===== src/rtl/pipelined_sum_block_pkg.sv =====
// pipelined_sum_block_pkg: shared op encoding, default geometry and carry helper
package pipelined_sum_block_pkg;
  localparam logic OP_ADD = 1'b0;
  localparam logic OP_SUB = 1'b1;
  localparam int DEFAULT_WIDTH = 32;
  localparam int DEFAULT_STAGES = 4;
  // Subtraction is a + ~b + !borrow, so the incoming borrow is inverted into a carry
  function automatic logic eff_carry(logic op_sub, logic carry_in);
    return op_sub == OP_ADD ? carry_in : !carry_in;
  endfunction
endpackage


===== src/rtl/pipelined_sum_block_if.sv =====
// pipelined_sum_block_if: operand/result valid-ready bus of the pipelined adder
interface pipelined_sum_block_if
  import pipelined_sum_block_pkg::*;
#(
  parameter int WIDTH = DEFAULT_WIDTH
);
  logic             in_valid;
  logic             in_ready;
  logic [WIDTH-1:0] a;
  logic [WIDTH-1:0] b;
  logic             carry_in;
  logic             op_sub;
  logic             out_valid;
  logic             out_ready;
  logic [WIDTH:0]   out;
  logic             overflow;
  modport master (
    output in_valid, a, b, carry_in, op_sub, out_ready,
    input  in_ready, out_valid, out, overflow
  );
  modport slave (
    input  in_valid, a, b, carry_in, op_sub, out_ready,
    output in_ready, out_valid, out, overflow
  );
endinterface


===== src/rtl/pipelined_sum_block_sum_segment.sv =====
// sum_segment: one SEG-bit ripple segment, also exposing the carry into its MSB
module sum_segment
  import pipelined_sum_block_pkg::*;
#(
  parameter int SEG = 8
) (
  input  logic [SEG-1:0] a,
  input  logic [SEG-1:0] b,
  input  logic           carry_in,
  output logic [SEG-1:0] sum,
  output logic           carry_out,
  output logic           carry_msb
);
  assign {carry_out, sum} = {1'b0, a} + {1'b0, b} + (SEG + 1)'(carry_in);
  // sum bit = a ^ b ^ carry, so the carry into the MSB falls out of the MSB sum bit
  assign carry_msb = sum[SEG-1] ^ a[SEG-1] ^ b[SEG-1];
endmodule


===== src/rtl/pipelined_sum_block.sv =====
// pipelined_sum_block: STAGES-deep segmented ripple add/subtract with valid/ready flow control
module pipelined_sum_block
  import pipelined_sum_block_pkg::*;
#(
  parameter int WIDTH  = DEFAULT_WIDTH,
  parameter int STAGES = DEFAULT_STAGES
) (
  input logic                  clk,
  input logic                  rst,
  pipelined_sum_block_if.slave bus
);
  localparam int SEG = WIDTH / STAGES;
  logic                             advance;
  logic                             ovf_q;
  logic                             ovf_d;
  logic                             unused_ok;
  logic [STAGES-1:0]                valid_q;
  logic [STAGES-1:0]                carry_q;
  logic [STAGES-1:0]                carry_d;
  logic [STAGES-1:0]                cin;
  logic [STAGES-1:0]                cmsb;
  logic [STAGES-1:0][WIDTH-1:0]     a_q;
  logic [STAGES-1:0][WIDTH-1:0]     b_q;
  logic [STAGES-1:0][WIDTH-1:0]     sum_q;
  logic [STAGES-1:0][WIDTH-1:0]     a_d;
  logic [STAGES-1:0][WIDTH-1:0]     b_d;
  logic [STAGES-1:0][WIDTH-1:0]     sum_in;
  logic [STAGES-1:0][WIDTH-1:0]     sum_d;
  logic [STAGES-1:0][SEG-1:0]       seg_sum;
  assign advance       = !valid_q[STAGES-1] || bus.out_ready;
  assign bus.in_ready  = advance && rst;
  assign bus.out_valid = valid_q[STAGES-1];
  assign bus.out       = {carry_q[STAGES-1], sum_q[STAGES-1]};
  assign bus.overflow  = ovf_q;
  for (genvar k = 0; k < STAGES; k++) begin : g_stage
    if (k == 0) begin : g_head
      assign a_d[k]    = bus.a;
      assign b_d[k]    = bus.op_sub == OP_SUB ? ~bus.b : bus.b;
      assign cin[k]    = eff_carry(bus.op_sub, bus.carry_in);
      assign sum_in[k] = '0;
    end else begin : g_body
      assign a_d[k]    = a_q[k-1];
      assign b_d[k]    = b_q[k-1];
      assign cin[k]    = carry_q[k-1];
      assign sum_in[k] = sum_q[k-1];
    end
    sum_segment #(.SEG(SEG)) u_seg (
      .a         (a_d[k][k*SEG +: SEG]),
      .b         (b_d[k][k*SEG +: SEG]),
      .carry_in  (cin[k]),
      .sum       (seg_sum[k]),
      .carry_out (carry_d[k]),
      .carry_msb (cmsb[k])
    );
    assign sum_d[k] = (sum_in[k] & ~(WIDTH'({SEG{1'b1}}) << (k * SEG))) |
                      (WIDTH'(seg_sum[k]) << (k * SEG));
  end
  assign ovf_d = cmsb[STAGES-1] ^ carry_d[STAGES-1];
  assign unused_ok = ^{a_q[STAGES-1], b_q[STAGES-1], cmsb};
  // All stages move in lockstep (bubbles included), hold together on stall, clear on reset
  always_ff @(posedge clk or negedge rst)
    if (!rst) begin
      valid_q <= '0;
      carry_q <= '0;
      a_q     <= '0;
      b_q     <= '0;
      sum_q   <= '0;
      ovf_q   <= 1'b0;
    end else if (advance) begin
      valid_q <= STAGES'({valid_q, bus.in_valid});
      carry_q <= carry_d;
      a_q     <= a_d;
      b_q     <= b_d;
      sum_q   <= sum_d;
      ovf_q   <= ovf_d;
    end
endmodule


===== src/flat_wrapper.sv =====
// flat-port wrapper written by rule: the top's interface ports become plain ports
module pipelined_sum_block_flat import pipelined_sum_block_pkg::*;
#(
  parameter int WIDTH  = DEFAULT_WIDTH,
  parameter int STAGES = DEFAULT_STAGES
)
  (clk, rst, bus_in_valid, bus_a, bus_b, bus_carry_in, bus_op_sub, bus_out_ready, bus_in_ready, bus_out_valid, bus_out, bus_overflow);
  pipelined_sum_block_if #(.WIDTH(WIDTH)) bus_i ();
  input logic clk;
  input logic rst;
  input wire logic [$bits(bus_i.in_valid)-1:0] bus_in_valid;
  input wire logic [$bits(bus_i.a)-1:0] bus_a;
  input wire logic [$bits(bus_i.b)-1:0] bus_b;
  input wire logic [$bits(bus_i.carry_in)-1:0] bus_carry_in;
  input wire logic [$bits(bus_i.op_sub)-1:0] bus_op_sub;
  input wire logic [$bits(bus_i.out_ready)-1:0] bus_out_ready;
  output wire logic [$bits(bus_i.in_ready)-1:0] bus_in_ready;
  output wire logic [$bits(bus_i.out_valid)-1:0] bus_out_valid;
  output wire logic [$bits(bus_i.out)-1:0] bus_out;
  output wire logic [$bits(bus_i.overflow)-1:0] bus_overflow;
  assign bus_i.in_valid = bus_in_valid;
  assign bus_i.a = bus_a;
  assign bus_i.b = bus_b;
  assign bus_i.carry_in = bus_carry_in;
  assign bus_i.op_sub = bus_op_sub;
  assign bus_i.out_ready = bus_out_ready;
  assign bus_in_ready = bus_i.in_ready;
  assign bus_out_valid = bus_i.out_valid;
  assign bus_out = bus_i.out;
  assign bus_overflow = bus_i.overflow;
  pipelined_sum_block #(.WIDTH(WIDTH), .STAGES(STAGES)) u_core (.clk(clk), .rst(rst), .bus(bus_i));
endmodule

===== config.mk =====
export PLATFORM = sky130hd
export DESIGN_NAME = pipelined_sum_block_flat
export DESIGN_NICKNAME = d
export VERILOG_FILES = /design/src/rtl/pipelined_sum_block_pkg.sv /design/src/rtl/pipelined_sum_block_if.sv /design/src/rtl/pipelined_sum_block_sum_segment.sv /design/src/rtl/pipelined_sum_block.sv /design/src/flat_wrapper.sv
export SDC_FILE = /design/constraint.sdc
export NUM_CORES = 1
export LEC_CHECK = 0
export ABC_AREA = 1
export CORE_MARGIN = 2
export CORE_UTILIZATION = 25
export CTS_BUF_LIST = sky130_fd_sc_hd__clkbuf_16
export DETAILED_ROUTE_END_ITERATION = 8
export SETUP_SLACK_MARGIN = 0.2
export SYNTH_ARGS = -nofsm -noshare
export SYNTH_HDL_FRONTEND = slang
export SYNTH_SLANG_ARGS = --single-unit

===== constraint.sdc =====
create_clock -name clk -period 3.8 [get_ports clk]
set_input_delay 0.57 -clock clk [delete_from_list [all_inputs] [get_ports clk]]
set_output_delay 0.57 -clock clk [all_outputs]
set_load 0.005 [all_outputs]

# ---- After elaboration in Yosys (flattened, before gate mapping)
# Cells that the tools add are included.
dict set report classes {
  add_sub_neg 8
  mul 0
  div 0
  n_lt_le_gt_ge 0
  eq_ne 0
  shift 0
  mux 2
  n_bitwise 7
  reduce_logical 4
}
# operator count
set op_table {}
lappend op_table {{$add A8 B8 Y9} 4}
lappend op_table {{$add A9 B1 Y9} 4}
lappend op_table {{$mux W32} 1}
lappend op_table {{$not A32 Y32} 1}
lappend op_table {{$or A24 B32 Y32} 1}
lappend op_table {{$or A16 B24 Y24} 1}
lappend op_table {{$or A8 B16 Y16} 1}
lappend op_table {{$xor A1 B1 Y1} 3}
lappend op_table {{$logic_not A1 Y1} 2}
lappend op_table {{$logic_and A1 B1 Y1} 1}
lappend op_table {{$logic_or A1 B1 Y1} 1}
lappend op_table {{$mux W1} 1}
dict set report word_totals {
  regBits 281
  latch_bits 0
  mem_bits_rw 0
  romBits 0
  in_bits 70
  out_inout_bits 36
  word_cells 34
  n_memories 0
}

# ---- Depth between registers and ports, before layout
dict set report logic_depth {
  word_depth 5
  depth_mapped 15
  depth_no_buf 13
}

# ---- Hierarchy
# Synthesis repeated with hierarchy kept, for this count alone.
dict set report unflattened {
  hier_cells 1066
  area_unflattened_um2 8899.8
}
# module instances cells_each area_each_um2 seq_area_each_um2
set modules_own_cells {}
lappend modules_own_cells {pipelined_sum_block 1 842 7380.8 4629.4}
lappend modules_own_cells {{sum_segment at u_core.g_stage[1].u_seg ...} 3 56 379.1 0.0}
lappend modules_own_cells {{sum_segment at u_core.g_stage[0].u_seg} 1 56 381.6 0.0}

# ---- Worst setup path before layout
# No wires, ideal clock.
dict set report synth_timing {
  path_type {input to register}
  startpoint {input port bus_op_sub}
  endpoint {register u_core.sum_q, in the netlist u_core.sum_in[38]}
  setup_ps 82
  arrival_time_ps 2314
  required_ps 3718
  setup_slack_ps 1404
  cell_stages 15
  n_path_buf 2
  path_cell_list {buf_2 -> buf_4 -> xor2_1 -> fa_1 -> inv_1 -> fa_1 -> inv_1 -> nand3_1 -> nand2_1 -> nand2_1 -> nand2_1 -> nand2_1 -> nand2_1 -> nand2_1 -> a31oi_1}
}
dict set report synth_between {
  elab_chain_len 3
  word_cells_on_any_way 4
  classes_between {2 x add/sub; 2 x mux}
}
# item line
set synth_rtl {}
lappend synth_rtl {{start, declared} flat_wrapper.sv:15} ;# input wire logic [$bits(bus_i.op_sub)-1:0] bus_op_sub;
lappend synth_rtl {{$mux W32} pipelined_sum_block.sv:38} ;# assign b_d[k] = bus.op_sub == OP_SUB ? ~bus.b : bus.b;
lappend synth_rtl {{$add A8 B8 Y9} pipelined_sum_block_sum_segment.sv:14} ;# assign {carry_out, sum} = {1'b0, a} + {1'b0, b} + (SEG + 1)'(carry_in);
lappend synth_rtl {{$add A9 B1 Y9 *} pipelined_sum_block_sum_segment.sv:14}
lappend synth_rtl {{end signal, assigned} pipelined_sum_block.sv:74} ;# sum_q <= sum_d;
lappend synth_rtl {{end, declared} pipelined_sum_block.sv:24} ;# logic [STAGES-1:0][WIDTH-1:0] sum_q;
# Every way passes the cells marked *; elsewhere a longest branch is shown, timed or not.
# A chain may end at the register's enable or synchronous reset.

# ---- Final worst setup path
dict set report layout_timing {
  startpoint {input port bus_out_ready}
  endpoint {output port bus_in_ready}
}
dict set report layout_between {
  elab_chain_len 2
}
# item line
set layout_rtl {}
lappend layout_rtl {{start, declared} flat_wrapper.sv:16} ;# input wire logic [$bits(bus_i.out_ready)-1:0] bus_out_ready;
lappend layout_rtl {{$logic_or A1 B1 Y1} pipelined_sum_block.sv:30} ;# assign advance = !valid_q[STAGES-1] || bus.out_ready;
lappend layout_rtl {{$logic_and A1 B1 Y1} pipelined_sum_block.sv:31} ;# assign bus.in_ready = advance && rst;
lappend layout_rtl {{end, declared} flat_wrapper.sv:17} ;# output wire logic [$bits(bus_i.in_ready)-1:0] bus_in_ready;
# No other way between the ends.

==> flow_metrics.env <==
export IMPL_clk_pin_slew_ns=0.08
export IMPL_via_per_inst=4.11
export IMPL_cp_max_fo=3
export IMPL_switchingPower_mw=3.13
export IMPL_hold_ws_ns=0.0620
export IMPL_drt_total_wl_um=18700
export IMPL_root_buffer="clkbuf_16"
export IMPL_dr_total_vias=6213
export IMPL_ff2ff_path_depth=12
export IMPL_synth_area_leaders="dfrtp_1 (55%), nand2_1 (17%), o21ai_1 (4.8%)"
export IMPL_cts_tree="done"
export IMPL_dp_hpwl_um=12400
export IMPL_drc=0
export IMPL_ctsResizeCount=0
export IMPL_startpoint="bus_out_ready"
export IMPL_hold_path_class="input pin to async pin"
export IMPL_post_cts_buffers=0
export IMPL_drtAntennaViolNets=0
export IMPL_seqPwrFrac=0.402
export IMPL_fin_worst_skew_ns=0.0166
export IMPL_max_slew_margin_rel=0.195
export IMPL_grt_total_usage=0.112
export IMPL_rsz0062_at_grt="no"
export IMPL_start_kind="input pin"
export IMPL_cts_buffers=17
export IMPL_area_delta_synth_final_pct=23.9
export IMPL_min_period_ns=2.49
export IMPL_synth_common_cells="nand2_1 (379), dfrtp_1 (185), o21ai_1 (81)"
export IMPL_power_density_nw_per_um2=781
export IMPL_setup_violations=0
export IMPL_syn_area_sq_um=8490
export IMPL_vdd_drop_max_mv=0.352
export IMPL_netlist_instances=962
export IMPL_fmax_mhz=401
export IMPL_max_cap_violations=0
export IMPL_reg2reg_slack_ns=1.79
export IMPL_r2r_start="u_core.carry_q[0]"
export IMPL_tightest_slew_ns=1.21
export IMPL_synth_seq_cells=185
export IMPL_power_leakage_nw=5.03
export IMPL_status="finished clean"
export IMPL_ctsHoldBuffers=0
export IMPL_p_int_mw=5.09
export IMPL_first_pass_iters=4
export IMPL_die_x_um=188
export IMPL_gp_congestion=0.782
export IMPL_die_area_sq_um=35500
export IMPL_setup_tns_ns=0
export IMPL_report_final_slew_viol_count=0
export IMPL_finish_utilization=0.315
export IMPL_cts_buffer_depth=2
export IMPL_yosys_cell_count_top_type="nand2_1"
export IMPL_pwr_share_clk=0.203
export IMPL_synth_edff_count=0
export IMPL_start_util=0.254
export IMPL_nNetsFinal=1156
export IMPL_h_tree_depth=4
export IMPL_antenna_found_initial=2
export IMPL_drive_gt1_frac=0.0527
export IMPL_worst_setup_path_end_kind="output port"
export IMPL_worstSetupPathType="input pin to output port"
export IMPL_ys_flop_type="dfrtp_1"
export IMPL_pre_cts_slack_ns=1.05
export IMPL_overflow=0
export IMPL_synth_distinct_cells=30
export IMPL_synth_top_cell_area_share=0.545
export IMPL_synth_area_per_cell_sq_um=8.83
export IMPL_min_period_over_period=0.656
export IMPL_clock_latency_ns=0.43
export IMPL_timing_rr_end="u_core.sum_in[78]"
export IMPL_grt_pass1_wl_um=32100
export IMPL_fp_dieH_um=188
export IMPL_cp_required_ns=3.23
export IMPL_portBuffers=105
export IMPL_ys_warn_count=0
export IMPL_finalHoldViolations=0
export IMPL_crit_arrival_ns=1.92
export IMPL_synth_top_area_cell="dfrtp_1"
export IMPL_wl_per_cell_um=12.3
export IMPL_cts_sinks=185
export IMPL_pin_count=106
export IMPL_p_comb_frac=0.395
export IMPL_core_sq_um=33400
export IMPL_fin_ws_ns=1.31
export IMPL_grt_max_degree=216
export IMPL_endpoint="bus_in_ready"
export IMPL_row_count=67
export IMPL_yosysSeqAreaShare=0.545
export IMPL_async_flop_share=1.00
export IMPL_swShare=0.380
export IMPL_synth_fp_nets=1068
export IMPL_drt_iter0_drc=329
export IMPL_grt_pass1_vias=6283
[critical path, cell delays in order]
cell and delay, ns:
clkdlybuf4s50_1 0.51, nor2_4 0.08, nor2_1 0.21, clkdlybuf4s50_1 0.55
[metal layers]
metal  vias to the layer above  GRT usage  part of all wire
li1                       3212          -                 -
met1                      2889      0.153              0.50
met2                       101      0.176              0.45
met3                         9     0.0302             0.043
met4                         2     0.0313            0.0074
met5                         -          0           0.00070
[layout by cell type, fill, tap and decap left out, types with 2 or more instances in the layout]
cell | synthesis | routed
nand2_1 | 379 | 379
dfrtp_1 | 185 | 185
clkdlybuf4s50_1 | 0 | 103
o21ai_1 | 81 | 81
inv_1 | 73 | 75
ha_1 | 28 | 28
xnor2_1 | 27 | 27
o21ai_0 | 26 | 26
a21oi_1 | 23 | 23
nand3_1 | 19 | 19
clkbuf_16 | 0 | 17
nor2_1 | 16 | 16
xor2_1 | 14 | 14
fa_1 | 8 | 8
nand2_2 | 6 | 6
inv_6 | 0 | 6
a31oi_1 | 5 | 5
nand4_1 | 5 | 5
buf_4 | 2 | 5
o22ai_1 | 4 | 4
o211ai_1 | 4 | 4
a21oi_2 | 3 | 3
nand3_2 | 3 | 3
clkinv_4 | 0 | 3
or2_0 | 2 | 2
clkinvlp_4 | 0 | 2
buf_12 | 0 | 2
[per-stage QoR]
| step | power, mW | area, sq um | std cells |
|---|---|---|---|
| after detailed placement | 6.64 | 9980 | 1479 |
| final | 8.22 | 10500 | 1512 |
| after CTS | 8.37 | 10500 | 1511 |
| after floorplan | 5.50 | 8490 | 962 |
| after global placement | 6.56 | 9980 | 1479 |
| after global routing | 9.02 | 10500 | 1511 |
[cell type report]
| class | count | area [sq um] |
|---|---|---|
| Antenna cell | 1 | 2.50 |
| Clock buffer | 17 | 425 |
| Clock inverter | 15 | 116 |
| Fill cell | 3521 | 22900 |
| Inverter | 75 | 284 |
| Multi-Input combinational cell | 659 | 3380 |
| Sequential cell | 185 | 4630 |
| Tap cell | 448 | 561 |
| Timing Repair Buffer | 112 | 1130 |
[how the worst min path moves through the flow]
stage,start,endpoint,slack (ns),cells after the start
2_1_floorplan,rst,u_core.a_d[120],0.27,0
3_3_place_gp,u_core.valid_q[2],u_core.valid_q[3],0.45,1
3_5_place_dp,u_core.b_d[59],u_core.b_d[91],0.45,2
4_1_cts,rst,u_core.sum_in[119],0.05,1
5_1_grt,rst,u_core.sum_in[119],0.07,1
6_report,rst,u_core.sum_in[119],0.06,1
[flip-flops by register name (all words and copies together) (netlist names)]
register             count
u_core.carry_q           4
u_core.bus.out          32
u_core.b_d              48
u_core.valid_q           4
u_core.sum_in           48
u_core.bus.overflow      1
u_core.a_d              48
[power groups by stage]
stage | combinational, mW | clock (mW) | sequential, mW
2_1_floorplan | 2.25 | 0 | 3.24
3_3_place_gp | 3.23 | 0 | 3.33
3_5_place_dp | 3.29 | 0 | 3.35
4_1_cts | 3.31 | 1.74 | 3.32
5_1_grt | 3.78 | 1.82 | 3.42
6_report | 3.25 | 1.67 | 3.30
[cells by family (layout without fill, tap and decap cells)]
family	after synthesis	after routing	share of synthesized area
AND/OR/NAND/NOR	434	434	0.202
flip-flops	185	185	0.545
AO/OA/AOI/OAI	148	148	0.0927
buffers and inverters	118	219	0.0572
XOR/XNOR	41	41	0.0423
adder cells (fa/ha/maj)	36	36	0.0601
other	0	1	0
Note: power is estimated with default switching activity, not from simulation.
==> edit 1 (config.mk and constraints unchanged) <==
`DEFAULT_STAGES`: 4 -> 8.
--- a/src/rtl/pipelined_sum_block_pkg.sv
+++ b/src/rtl/pipelined_sum_block_pkg.sv
@@ -3,7 +3,7 @@
   localparam logic OP_ADD = 1'b0;
   localparam logic OP_SUB = 1'b1;
   localparam int DEFAULT_WIDTH = 32;
-  localparam int DEFAULT_STAGES = 4;
+  localparam int DEFAULT_STAGES = 8;
   // Subtraction is a + ~b + !borrow, so the incoming borrow is inverted into a carry
   function automatic logic eff_carry(logic op_sub, logic carry_in);
     return op_sub == OP_ADD ? carry_in : !carry_in;
Formal check against the unedited RTL: not equivalent (a bounded check fails within 10 cycles, from zero or initial values and one cycle with rst low).
==> edit 1 against the original RTL <==
Clock power up 130%. Count of clock-buffer cells in the layout is 26 higher. Core utilization shrank 1.0 points. Final area up 79%. Critical endpoint unchanged. Global-route usage fell by 0.71 points. Wire length rose by 76%. Hold slack improved by 0.38 ns. Fmax decreased by 9.3%. Synthesized area increased by 84%. Register-to-register slack got worse by 0.04 ns. Setup slack worse by 0.26 ns. Power increased by 84%. Sequential cell count rose by 200. Die area rose by 82%.
==> edit 1: results (changes against the original RTL) <==
antenna_found_initial: 1  # was 2
fillCellCount: 6466  # was 3,521
met3_usage_pct: 2.51  # was 3.02%
dp_hpwl_um: 20800  # was 12,400 µm
met1_usage_pct: 15.7  # was 15.3%
worst_path_max_delay_cell: "dlygate4sd3_1"  # was clkdlybuf4s50_1
synth_fa_ha_area_share_pct: 3.97  # was 6.01%
yosysTopAreaCellShare_pct: 61.6  # was 54.5%
wl_um: 32900  # was 18,700 µm
leakage_nw: 9.28  # was 5.03 nW
grt_pass1_vias: 10745  # was 6,283
drive_above_1_share_pct: 4.52  # was 5.27%
grtUsageMet2_pct: 15.0  # was 17.6%
htree_levels: 2  # was 4
drt_first_iter_violations: 703  # was 329
p_per_area_nw_per_um2: 802  # was 781 nW/µm²
irDropWorstVdd_uv: 439  # was 352 µV
tightest_slew_ns: 1.01  # was 1.21 ns
r2r-end: "u_core.a_d[88]"  # was u_core.sum_in[78]
grt_pass1_wl_um: 55800  # was 32,100 µm
dr.pass1.iters: 5  # was 4
synth_common_cells: "849 x nand2_1, 385 x dfrtp_1, 82 x o21ai_1"  # was 379 x nand2_1, 185 x dfrtp_1, 81 x o21ai_1
place_area_um2: 17500  # was 9980 µm²
synthXorXnorAreaFrac_pct: 2.01  # was 4.23%
wl_met3_um: 1530  # was 799 µm
grt.total_usage_pct: 10.5  # was 11.2%
outcome: "finished, final reports clean"  # unchanged
via_per_inst: 4.05  # was 4.11
period_minus_slack_ns: 2.75  # was 2.49 ns
hold_ws_ns: 0.441  # was 0.0620 ns
path_max_fanout: 23  # was 3
post-place-cells: 2579  # was 1,479
ys_types: 25  # was 30
grt_max_degree: 244  # was 216
path_clk_slew_ns: 0.06  # was 0.08 ns
clock_skew_ns: 0.0232  # was 0.0166 ns
wl_per_cell_um: 12.4  # was 12.3 µm
dp_slack_ns: 1.02  # was 1.05 ns
crit_start: "rst"  # was bus_out_ready
final_nets: 1897  # was 1,156
wl_met2_um: 13700  # was 8310 µm
drt-met1-wl_um: 17000  # was 9400 µm
-- edit 1: cell count changes after synthesis, moves of 6 or more --
cell     change
a21oi_1      -8
buf_2       +45
dfrtp_1    +200
fa_1         +8
inv_1        +6
nand2_1    +470
nand2_2      -6
nor2_1       +6
o21ai_0     +52
or2_2        +6
xor2_1       -7
-- edit 1: layout make-up --
| type | count | share of cell area [%] |
|---|---|---|
| multi-input combinational | 1156 | 28.0 |
| clock buffer | 43 | 5.72 |
| inverter | 80 | 1.64 |
| tap | 837 | 5.57 |
| sequential | 385 | 51.2 |
| clock inverter | 29 | 1.14 |
| timing repair buffer | 122 | 6.68 |
| antenna | 1 | 0.0133 |
-- edit 1: timing repair --
item | in CTS | in global routing
resized for setup | 0 | 0
hold buffers | 1 | 0
hold endpoints to repair | 19 | 0
-- edit 1: where the power goes --
group	internal (mW)	switching, mW
Clock	2.24	1.61
Combinational	1.77	2.56
Sequential	5.94	0.968
Total	9.96	5.14
==> edit 2 (config.mk and constraints unchanged) <==
Made on the original files. Make the reset (`rst`) synchronous in one clocked block.
--- a/src/rtl/pipelined_sum_block.sv
+++ b/src/rtl/pipelined_sum_block.sv
@@ -58,7 +58,7 @@
   assign ovf_d = cmsb[STAGES-1] ^ carry_d[STAGES-1];
   assign unused_ok = ^{a_q[STAGES-1], b_q[STAGES-1], cmsb};
   // All stages move in lockstep (bubbles included), hold together on stall, clear on reset
-  always_ff @(posedge clk or negedge rst)
+  always_ff @(posedge clk)
     if (!rst) begin
       valid_q <= '0;
       carry_q <= '0;
Function: differs if rst is asserted again (counterexample within 10 cycles, from zero or initial values and one cycle with rst low); with rst held inactive, the same outputs for 10 cycles.
==> edit 2 against the original RTL <==
Wire length decreased by 2.4%. Setup slack got worse by 0.0032 ns. Sequential cell count unchanged. Synthesized area down 4.9%. Fmax decreased by 0.13%. Final area decreased by 4.7%. Core utilization increased by 0.17 points. First-iteration DRC count is 12% lower. Highest routed layer is now met4.
Power is not compared: it rests on default switching activity, and its combinational part moved more than twofold at a synthesized area within 25%.
==> edit 2: results (changes against the original RTL) <==
diodes: 0  # was 1
synth_common_cells: "246 x nor2_1, 185 x dfxtp_1, 164 x o21ai_0"  # was 379 x nand2_1, 185 x dfrtp_1, 81 x o21ai_1
hold_start: "u_core.b_d[58]"
met3_usage_pct: 2.40  # was 3.02%
place.gp.congestion: 0.822  # was 0.782
holdCritPathClass: "reg -> reg"  # was in -> async
wl_per_cell_um: 12.0  # was 12.3 µm
syn_inst: 1040  # was 962
drt_first_iter_violations: 290  # was 329
post_cts_resized: 0  # unchanged
port_buffers: 105  # unchanged
dr.pass1.iters: 4  # unchanged
leakage_nw: 4.61
rr_startpoint: "u_core.carry_q[0]"  # unchanged
irDropWorstVdd_uv: 284
wl_um: 18200  # was 18,700 µm
ys_seq_area_share_pct: 45.9  # was 54.5%
ys_types: 31  # was 30
grt.total_usage_pct: 11.1  # was 11.2%
clock_skew_ns: 0.0140  # was 0.0166 ns
highest-signal-layer: "met4"  # was met5
slew-limit-headroom_pct: 43.1  # was 19.5%
dp_slack_ns: 1.04  # was 1.05 ns
seq_area_um2: 3700  # was 4630 µm²
arrival_ns: 1.92  # about the same
fillCellCount: 3414  # was 3,521
reg2reg_depth: 13  # was 12
postSynth.asyncResetShare_pct: 0  # was 100%
grt_pass1_vias: 6135  # was 6,283
r2r-end: "u_core.sum_in[78]"  # unchanged
final_nets: 1214  # was 1,156
worst_path_max_delay_cell: "clkdlybuf4s50_1"  # unchanged
outcome: "finished, final reports clean"  # unchanged
path_clk_slew_ns: 0.07
clkLatencyLatePin_ns: 0.43  # about the same
met1_usage_pct: 14.3  # was 15.3%
place_area_um2: 9440  # was 9980 µm²
path_max_fanout: 3  # unchanged
period_minus_slack_ns: 2.49  # about the same
syn_nets: 1146  # was 1,068
drive_above_1_share_pct: 4.82  # was 5.27%
grt_pass1_wl_um: 30300  # was 32,100 µm
vias: 6657  # was 6,213
rrSetupSlack_ns: 1.81  # was 1.79 ns
drt-met1-wl_um: 8810  # was 9400 µm
dp_hpwl_um: 12200  # was 12,400 µm
cts_setup_buffers: 0  # unchanged
grtUsageMet2_pct: 18.5  # was 17.6%
clockBufferDepth: 2  # unchanged
hold_ws_ns: 0.447  # was 0.0620 ns
antenna_found_initial: 0  # was 2
wl_met2_um: 8740  # was 8310 µm
hold_path_depth: 2
synthTopCellsByArea: "dfxtp_1 46%, nor2_1 11%, o21ai_0 10%"  # was dfrtp_1 55%, nand2_1 17%, o21ai_1 4.8%
grt_max_degree: 145  # was 216
setup.worst_path.end: "bus_in_ready"  # unchanged
wl_met3_um: 477  # was 799 µm
post-place-cells: 1491  # was 1,479
==> edit 2: cell count changes after synthesis, sizes merged, moves of 8 or more <==
cell / delta
dfrtp: -185
buf: -8
o21ai: +79
a21oi: +42
o21bai: +8
nand2: -311
dfxtp: +185
nor2: +230
clkbuf: +29
nand3: +9
==> edit 2: cell families after synthesis <==
logic type               share of synthesized area [%]
buffers and inverters                             6.91
adder cells (fa/ha/maj)                           6.32
AO/OA/AOI/OAI                                     17.4
AND/OR/NAND/NOR                                   18.4
flip-flops                                        45.9
XOR/XNOR                                          5.10
==> edit 2: area by class of cell <==
class / instances / area share, %
Multi-Input combinational cell: 720 / 38.1
Sequential cell: 185 / 36.9
Timing Repair Buffer: 113 / 11.4
Tap cell: 402 / 5.01
Clock buffer: 17 / 4.24
Inverter: 71 / 2.71
Clock inverter: 15 / 1.66
==> edit 2: critical path: cells and delay by family <==
family	cells	cell delay (ns)
buffers and inverters	2	1.05
AND/OR/NAND/NOR	2	0.30
